File: src/rtl/mc_control_fsm_if.sv
// Control/datapath bundle between the multi-cycle control FSM and the MIPS datapath.
// slave = control unit side, master = datapath (or bench) side.
interface mc_control_fsm_if;
    logic [5:0] i_opcode;
    logic       i_zero;
    logic       i_mem_ready;
    logic       o_pc_w_c;
    logic       o_iord;
    logic       o_mem_rd;
    logic       o_mem_wr;
    logic       o_ir_w;
    logic       o_reg_dst;
    logic       o_mem_to_reg;
    logic       o_reg_w;
    logic       o_alu_src_a;
    logic [1:0] o_alu_src_b;
    logic [1:0] o_alu_op;
    logic [1:0] o_pc_src;
    logic [3:0] o_state;
    logic       o_illegal;

    modport slave (
        input  i_opcode, i_zero, i_mem_ready,
        output o_pc_w_c, o_iord, o_mem_rd, o_mem_wr, o_ir_w, o_reg_dst,
               o_mem_to_reg, o_reg_w, o_alu_src_a, o_alu_src_b, o_alu_op,
               o_pc_src, o_state, o_illegal
    );

    modport master (
        output i_opcode, i_zero, i_mem_ready,
        input  o_pc_w_c, o_iord, o_mem_rd, o_mem_wr, o_ir_w, o_reg_dst,
               o_mem_to_reg, o_reg_w, o_alu_src_a, o_alu_src_b, o_alu_op,
               o_pc_src, o_state, o_illegal
    );
endinterface

File: src/rtl/mc_control_fsm.sv
// Multi-cycle MIPS-subset control FSM: sequences fetch/decode/execute/mem/writeback.
// Latency: 3-5 cycles per instruction; outputs Moore from state, except pc_w_c/ir_w/illegal.
// Backpressure: stalls in FETCH/MEMRD/MEMWR until i_mem_ready.
module mc_control_fsm #(
    parameter logic [5:0] OP_RTYPE = 6'b000000,
    parameter logic [5:0] OP_LW    = 6'b100011,
    parameter logic [5:0] OP_SW    = 6'b101011,
    parameter logic [5:0] OP_BEQ   = 6'b000100,
    parameter logic [5:0] OP_J     = 6'b000010,
    parameter logic [5:0] OP_ADDI  = 6'b001000
) (
    input  logic             i_clk,
    input  logic             i_rst_n,
    mc_control_fsm_if.slave  bus
);

    localparam logic [3:0] S_IDLE   = 4'd0;
    localparam logic [3:0] S_FETCH  = 4'd1;
    localparam logic [3:0] S_DECODE = 4'd2;
    localparam logic [3:0] S_MEMADR = 4'd3;
    localparam logic [3:0] S_MEMRD  = 4'd4;
    localparam logic [3:0] S_MEMWB  = 4'd5;
    localparam logic [3:0] S_MEMWR  = 4'd6;
    localparam logic [3:0] S_EXEC   = 4'd7;
    localparam logic [3:0] S_ALUWB  = 4'd8;
    localparam logic [3:0] S_BRANCH = 4'd9;
    localparam logic [3:0] S_JUMP   = 4'd10;
    localparam logic [3:0] S_ADDIEX = 4'd11;
    localparam logic [3:0] S_ADDIWB = 4'd12;

    logic [3:0] state_q;
    logic [3:0] state_d;

    always_ff @(posedge i_clk or negedge i_rst_n) begin
        if (!i_rst_n) state_q <= S_IDLE;
        else          state_q <= state_d;
    end

    always_comb begin
        state_d = S_FETCH;
        case (state_q)
            S_IDLE:   state_d = S_FETCH;
            S_FETCH:  state_d = bus.i_mem_ready ? S_DECODE : S_FETCH;
            S_DECODE: begin
                if (bus.i_opcode == OP_LW || bus.i_opcode == OP_SW) state_d = S_MEMADR;
                else if (bus.i_opcode == OP_RTYPE)                  state_d = S_EXEC;
                else if (bus.i_opcode == OP_BEQ)                    state_d = S_BRANCH;
                else if (bus.i_opcode == OP_J)                      state_d = S_JUMP;
                else if (bus.i_opcode == OP_ADDI)                   state_d = S_ADDIEX;
                else                                                state_d = S_FETCH;
            end
            // Only LW/SW reach MEMADR; anything else here means a corrupted IR, so refetch.
            S_MEMADR: begin
                if (bus.i_opcode == OP_LW)      state_d = S_MEMRD;
                else if (bus.i_opcode == OP_SW) state_d = S_MEMWR;
                else                            state_d = S_FETCH;
            end
            S_MEMRD:  state_d = bus.i_mem_ready ? S_MEMWB : S_MEMRD;
            S_MEMWB:  state_d = S_FETCH;
            S_MEMWR:  state_d = bus.i_mem_ready ? S_FETCH : S_MEMWR;
            S_EXEC:   state_d = S_ALUWB;
            S_ALUWB:  state_d = S_FETCH;
            S_BRANCH: state_d = S_FETCH;
            S_JUMP:   state_d = S_FETCH;
            S_ADDIEX: state_d = S_ADDIWB;
            S_ADDIWB: state_d = S_FETCH;
            default:  state_d = S_FETCH;
        endcase
    end

    logic       pc_w_c, iord, mem_rd, mem_wr, ir_w, reg_dst, mem_to_reg, reg_w;
    logic       alu_src_a, illegal;
    logic [1:0] alu_src_b, alu_op, pc_src;

    always_comb begin
        pc_w_c     = 1'b0;
        iord       = 1'b0;
        mem_rd     = 1'b0;
        mem_wr     = 1'b0;
        ir_w       = 1'b0;
        reg_dst    = 1'b0;
        mem_to_reg = 1'b0;
        reg_w      = 1'b0;
        alu_src_a  = 1'b0;
        alu_src_b  = 2'b00;
        alu_op     = 2'b00;
        pc_src     = 2'b00;
        illegal    = 1'b0;
        case (state_q)
            S_FETCH: begin
                mem_rd    = 1'b1;
                alu_src_b = 2'b01;
                ir_w      = bus.i_mem_ready;
                pc_w_c    = bus.i_mem_ready;
            end
            S_DECODE: begin
                alu_src_b = 2'b11;
                illegal   = !(bus.i_opcode == OP_RTYPE || bus.i_opcode == OP_LW ||
                              bus.i_opcode == OP_SW    || bus.i_opcode == OP_BEQ ||
                              bus.i_opcode == OP_J     || bus.i_opcode == OP_ADDI);
            end
            S_MEMADR, S_ADDIEX: begin
                alu_src_a = 1'b1;
                alu_src_b = 2'b10;
            end
            S_MEMRD: begin
                mem_rd = 1'b1;
                iord   = 1'b1;
            end
            S_MEMWB: begin
                reg_w      = 1'b1;
                mem_to_reg = 1'b1;
            end
            S_MEMWR: begin
                mem_wr = 1'b1;
                iord   = 1'b1;
            end
            S_EXEC: begin
                alu_src_a = 1'b1;
                alu_op    = 2'b10;
            end
            S_ALUWB: begin
                reg_w   = 1'b1;
                reg_dst = 1'b1;
            end
            S_BRANCH: begin
                alu_src_a = 1'b1;
                alu_op    = 2'b01;
                pc_src    = 2'b01;
                pc_w_c    = bus.i_zero;
            end
            S_JUMP: begin
                pc_src = 2'b10;
                pc_w_c = 1'b1;
            end
            S_ADDIWB: reg_w = 1'b1;
            default: ;
        endcase
    end

    assign bus.o_pc_w_c     = pc_w_c;
    assign bus.o_iord       = iord;
    assign bus.o_mem_rd     = mem_rd;
    assign bus.o_mem_wr     = mem_wr;
    assign bus.o_ir_w       = ir_w;
    assign bus.o_reg_dst    = reg_dst;
    assign bus.o_mem_to_reg = mem_to_reg;
    assign bus.o_reg_w      = reg_w;
    assign bus.o_alu_src_a  = alu_src_a;
    assign bus.o_alu_src_b  = alu_src_b;
    assign bus.o_alu_op     = alu_op;
    assign bus.o_pc_src     = pc_src;
    assign bus.o_state      = state_q;
    assign bus.o_illegal    = illegal;

endmodule

File: src/flat_wrapper.sv
// flat-port wrapper written by rule: the top's interface ports become plain ports
module mc_control_fsm_flat 
#(
    parameter logic [5:0] OP_RTYPE = 6'b000000,
    parameter logic [5:0] OP_LW    = 6'b100011,
    parameter logic [5:0] OP_SW    = 6'b101011,
    parameter logic [5:0] OP_BEQ   = 6'b000100,
    parameter logic [5:0] OP_J     = 6'b000010,
    parameter logic [5:0] OP_ADDI  = 6'b001000
)
  (i_clk, i_rst_n, bus_i_opcode, bus_i_zero, bus_i_mem_ready, bus_o_pc_w_c, bus_o_iord, bus_o_mem_rd, bus_o_mem_wr, bus_o_ir_w, bus_o_reg_dst, bus_o_mem_to_reg, bus_o_reg_w, bus_o_alu_src_a, bus_o_alu_src_b, bus_o_alu_op, bus_o_pc_src, bus_o_state, bus_o_illegal);
  mc_control_fsm_if bus_i ();
  input  logic i_clk;
  input  logic i_rst_n;
  input wire logic [$bits(bus_i.i_opcode)-1:0] bus_i_opcode;
  input wire logic [$bits(bus_i.i_zero)-1:0] bus_i_zero;
  input wire logic [$bits(bus_i.i_mem_ready)-1:0] bus_i_mem_ready;
  output wire logic [$bits(bus_i.o_pc_w_c)-1:0] bus_o_pc_w_c;
  output wire logic [$bits(bus_i.o_iord)-1:0] bus_o_iord;
  output wire logic [$bits(bus_i.o_mem_rd)-1:0] bus_o_mem_rd;
  output wire logic [$bits(bus_i.o_mem_wr)-1:0] bus_o_mem_wr;
  output wire logic [$bits(bus_i.o_ir_w)-1:0] bus_o_ir_w;
  output wire logic [$bits(bus_i.o_reg_dst)-1:0] bus_o_reg_dst;
  output wire logic [$bits(bus_i.o_mem_to_reg)-1:0] bus_o_mem_to_reg;
  output wire logic [$bits(bus_i.o_reg_w)-1:0] bus_o_reg_w;
  output wire logic [$bits(bus_i.o_alu_src_a)-1:0] bus_o_alu_src_a;
  output wire logic [$bits(bus_i.o_alu_src_b)-1:0] bus_o_alu_src_b;
  output wire logic [$bits(bus_i.o_alu_op)-1:0] bus_o_alu_op;
  output wire logic [$bits(bus_i.o_pc_src)-1:0] bus_o_pc_src;
  output wire logic [$bits(bus_i.o_state)-1:0] bus_o_state;
  output wire logic [$bits(bus_i.o_illegal)-1:0] bus_o_illegal;
  assign bus_i.i_opcode = bus_i_opcode;
  assign bus_i.i_zero = bus_i_zero;
  assign bus_i.i_mem_ready = bus_i_mem_ready;
  assign bus_o_pc_w_c = bus_i.o_pc_w_c;
  assign bus_o_iord = bus_i.o_iord;
  assign bus_o_mem_rd = bus_i.o_mem_rd;
  assign bus_o_mem_wr = bus_i.o_mem_wr;
  assign bus_o_ir_w = bus_i.o_ir_w;
  assign bus_o_reg_dst = bus_i.o_reg_dst;
  assign bus_o_mem_to_reg = bus_i.o_mem_to_reg;
  assign bus_o_reg_w = bus_i.o_reg_w;
  assign bus_o_alu_src_a = bus_i.o_alu_src_a;
  assign bus_o_alu_src_b = bus_i.o_alu_src_b;
  assign bus_o_alu_op = bus_i.o_alu_op;
  assign bus_o_pc_src = bus_i.o_pc_src;
  assign bus_o_state = bus_i.o_state;
  assign bus_o_illegal = bus_i.o_illegal;
  mc_control_fsm #(.OP_RTYPE(OP_RTYPE), .OP_LW(OP_LW), .OP_SW(OP_SW), .OP_BEQ(OP_BEQ), .OP_J(OP_J), .OP_ADDI(OP_ADDI)) u_core (.i_clk(i_clk), .i_rst_n(i_rst_n), .bus(bus_i));
endmodule
File: config.mk
export PLATFORM = sky130hd
export DESIGN_NAME = mc_control_fsm_flat
export DESIGN_NICKNAME = d
export VERILOG_FILES = /design/src/rtl/mc_control_fsm_if.sv /design/src/rtl/mc_control_fsm.sv /design/src/flat_wrapper.sv
export SDC_FILE = /design/constraint.sdc
export NUM_CORES = 1
export LEC_CHECK = 0
export BUFFER_PORTS_ARGS = -buffer_cell sky130_fd_sc_hd__buf_2
export CORE_UTILIZATION = 39
export DETAILED_ROUTE_END_ITERATION = 8
export GPL_TIMING_DRIVEN = 0
export MAX_ROUTING_LAYER = met4
export PLACE_DENSITY = 0.8
export SLEW_MARGIN = 20
export SYNTH_ARGS = -nofsm -noshare
export SYNTH_HDL_FRONTEND = slang
export SYNTH_SLANG_ARGS = --single-unit
export TNS_END_PERCENT = 10
File: constraint.sdc
create_clock -name i_clk -period 1.2 [get_ports i_clk]
set_clock_uncertainty 0.15 [all_clocks]
set_input_delay 0.12 -clock i_clk [delete_from_list [all_inputs] [get_ports i_clk]]
set_output_delay 0.12 -clock i_clk [all_outputs]
set_load 0.01 [all_outputs]
==> results by group <==
GRT
  • Vias in the first global route: 654
  • Antenna violations before repair: 0
  • First-pass GRT wire length: 2930 µm
  • Gr usage total: 29.4%
  • Maximum number of pins on one net before global-route repair: 11
  • Final global-route overflow total: 0

Place
  • Total placed cells including tap cells: 114
  • Input/output buffers: 29
  • Standard cell area after detailed placement: 763 µm²
  • Half-perimeter wire length of the detailed placement result: 1180 µm
  • Routability-driven placement congestion ratio: 0.838

Critical path
  • Kind of cell adding the most delay to the critical path: simple AND/OR/NAND/NOR gates
  • Type of the worst setup path: register to output pin
  • Worst Setup Start Kind: register
  • Cells along the critical path: buf_6 -> nor2_4 -> nand2_2 -> nor4bb_4 -> buf_2
  • Highest net fanout along the worst path: 3
  • Sort of element at the end of the critical path: output pin
  • Critical Path AT: 1420 ps
  • Max incr delay on CP: 420 ps
  • Critical Path RT: 930 ps
  • CP bufs+invs: 2
  • Critical Path Slowest Stage Cell: dfrtp_2

Clock tree
  • Inserted Clock Buffers: 3
  • Clk sinks: 4
  • Register clock-pin slew on the reported worst setup and hold paths: 40 ps
  • Root buffer selected by CTS: clkbuf_4
  • TritonCTS clock tree: built
  • Clock latency on the worst-skew pair: 240 ps
  • Number of H-tree levels: 1
  • CTS max path bufs: 2

Floorplanning
  • Starting utilization of the core area: 42.5%
  • Y dimension of the die: 39.9 µm
  • Row Count: 13
  • Total Die Area: 1590 µm²
  • Die W: 39.9 µm
  • Placeable Area: 1320 µm²
  • Top-level port count: 30

Cells and area
  • Post-Route Utilization: 74.2%
  • Fraction of final layout cells sized beyond drive strength 1: 64.9%
  • Post-layout instance count excluding filler cells: 129
  • Final standard cell area without fillers: 977 µm²
  • Number of flip-flops under the largest register name: 4
  • Synthesis-to-layout area growth: 74.3%
  • Inserted Diodes: 0
  • Layout net count: 125

Detailed routing
  • DR vias: 740
  • TritonRoute pass-1 iters: 4
  • Final WL: 1970 µm
  • Average wire per standard cell: 15.3 µm
  • Number of nets with antenna violations after routing: 0
  • DRC marker count from the first detailed-route iteration: 15
  • Via density per instance: 5.74
  • Final routed DRC violation total: 0

STA
  • Maximum achievable frequency: 0.592 GHz
  • Period Utilization, post-route: 141%
  • Post-route setup TNS: -7260 ps
  • Final min period: 1690 ps
  • Setup repair after global routing missed its margin: true
  • Total setup violations reported at the end of the flow: 21
  • Tightest slew margin relative to the limit: 79.8%
  • Final critical-path setup slack: -490 ps
  • Count of endpoints failing hold in the final timing report: 0
  • Worst Max-Slew Pin Slew: 301 ps
  • Number of max-slew violations in the final report: 0

Outcome
  • Result of the run: finished with violations
  • Violations in the final reports: negative setup slack

Run
  • Max_cap viols: 0

Synth
  • Synthesis warning total: 0
  • Yosys cell types: 33
  • Number of synthesized flops with an enable pin: 0
  • Seq/Total Area, Yosys: 17.9%
  • Number of cells produced by synthesis: 70
  • Async set or reset register ratio after synthesis: 100%
  • Area of the mapped netlist: 561 µm²
  • Syn Nets: 80
  • Flip-flop cell with the highest count after synthesis: dfrtp_1
  • Number of flip-flops and latches in the synthesized netlist: 4
  • Mean Syn Cell Area: 8.01 µm²

Min path
  • Path type of the worst min-delay path: input pin to async pin

Power
  • Power per cell area: 836 nW/µm²
  • Worst vdd ir: 0.000504 V
  • Static Leak: 0.000450 µW
-- metrics by stage --
stage	hold WS [ps]	setup WS, ps	total power, µW
after global placement	-227	-308	518
after global routing	90.2	-528	874
final	68.8	-490	817
after detailed placement	-222	-324	524
after CTS	63.9	-467	784
after floorplan	-326	-176	402
-- final timing paths --
path | endpoint | start | cells after the start | slack (ps)
max | bus_o_illegal | u_core.bus.o_state[3] | 5 | -490
min | u_core.bus.o_state[1] | i_rst_n | 2 | 70
max reg2reg | u_core.bus.o_state[1] | u_core.bus.o_state[2] | 5 | -310
min reg2reg | u_core.bus.o_state[3] | u_core.bus.o_state[0] | 2 | 580
max in group asynchronous | u_core.bus.o_state[0] | i_rst_n | 2 | 700
min in group i_clk | u_core.bus.o_state[1] | bus_i_opcode[3] | 3 | 120
-- cells in the final DEF, fill, tap and decap left out, types with 2 or more instances in the layout --
cell      Yosys  routed
o211ai_1      2       2
buf_6         2       6
a211oi_2      0       2
dfrtp_1       4       2
nand4_1       2       2
clkbuf_8      2       2
o21a_1        2       2
nor2_2        0       4
buf_4         0       6
dfrtp_2       0       2
o21ai_0       2       2
nor2_1       13       8
inv_2         0       2
clkbuf_4      0       3
nor3_1        5       3
nor3_2        0       2
nand2_1       4       2
buf_2         0      28
nor2b_1       5       3
nand2_2       0       2
-- logic make-up (layout without fill, tap and decap cells) --
group / Yosys count / in the layout / share of synthesized area, %
xor+xnor: 3 / 3 / 4.69
compound gates: 17 / 17 / 24.3
buf+inv: 6 / 50 / 10.3
mux: 1 / 1 / 2.01
simple gates: 39 / 39 / 40.8
flops: 4 / 4 / 17.9
-- power by group --
part	internal [µW]	switching, µW
Combinational	209	235
Clock	126	71.8
Sequential	149	26.1
-- cell type report --
cell class | instances | area [µm²]
Buffer | 4 | 50.0
Clock buffer | 4 | 26.3
Fill cell | 100 | 340
Inverter | 2 | 7.51
Multi-Input combinational cell | 60 | 512
Sequential cell | 4 | 103
Tap cell | 15 | 18.8
Timing Repair Buffer | 40 | 260
-- cell usage after synthesis (2+ instances only) --
master | count | share of area [%]
nor2_1 | 13 | 8.7
nor2b_1 | 5 | 5.6
nor3_1 | 5 | 4.5
dfrtp_1 | 4 | 18
nand2_1 | 4 | 2.7
a211oi_1 | 3 | 4.0
a22oi_1 | 2 | 2.7
buf_6 | 2 | 4.0
clkbuf_8 | 2 | 4.9
inv_1 | 2 | 1.3
nand4_1 | 2 | 2.2
o211ai_1 | 2 | 2.7
o21a_1 | 2 | 2.7
o21ai_0 | 2 | 1.8
xnor2_1 | 2 | 3.1
-- what timing repair did --
action	4_1_cts	5_1_grt
endpoints found under the hold margin	4	0
setup endpoints to repair	21	22
resized for setup	15	7
pin swaps	8	1
hold buffers	1	0
setup buffers	10	0
-- per-layer routing --
metal	vias up	track usage (%)	part of all wire (%)
met1	353	32.8	41
met4	0	13.8	2.4
li1	355	-	-
met5	-	-	0
met2	26	49.6	52
met3	6	5.68	4.7
-- worst reg2reg max path, delay by kind of cell (launching register included) --
kind	cells	cell delay, ps
and+or+nand+nor	1	130
AOI/OAI and AO/OA	2	400
DFF	1	390
buffers and inverters	2	300
(Power assumes the default switching activity.)
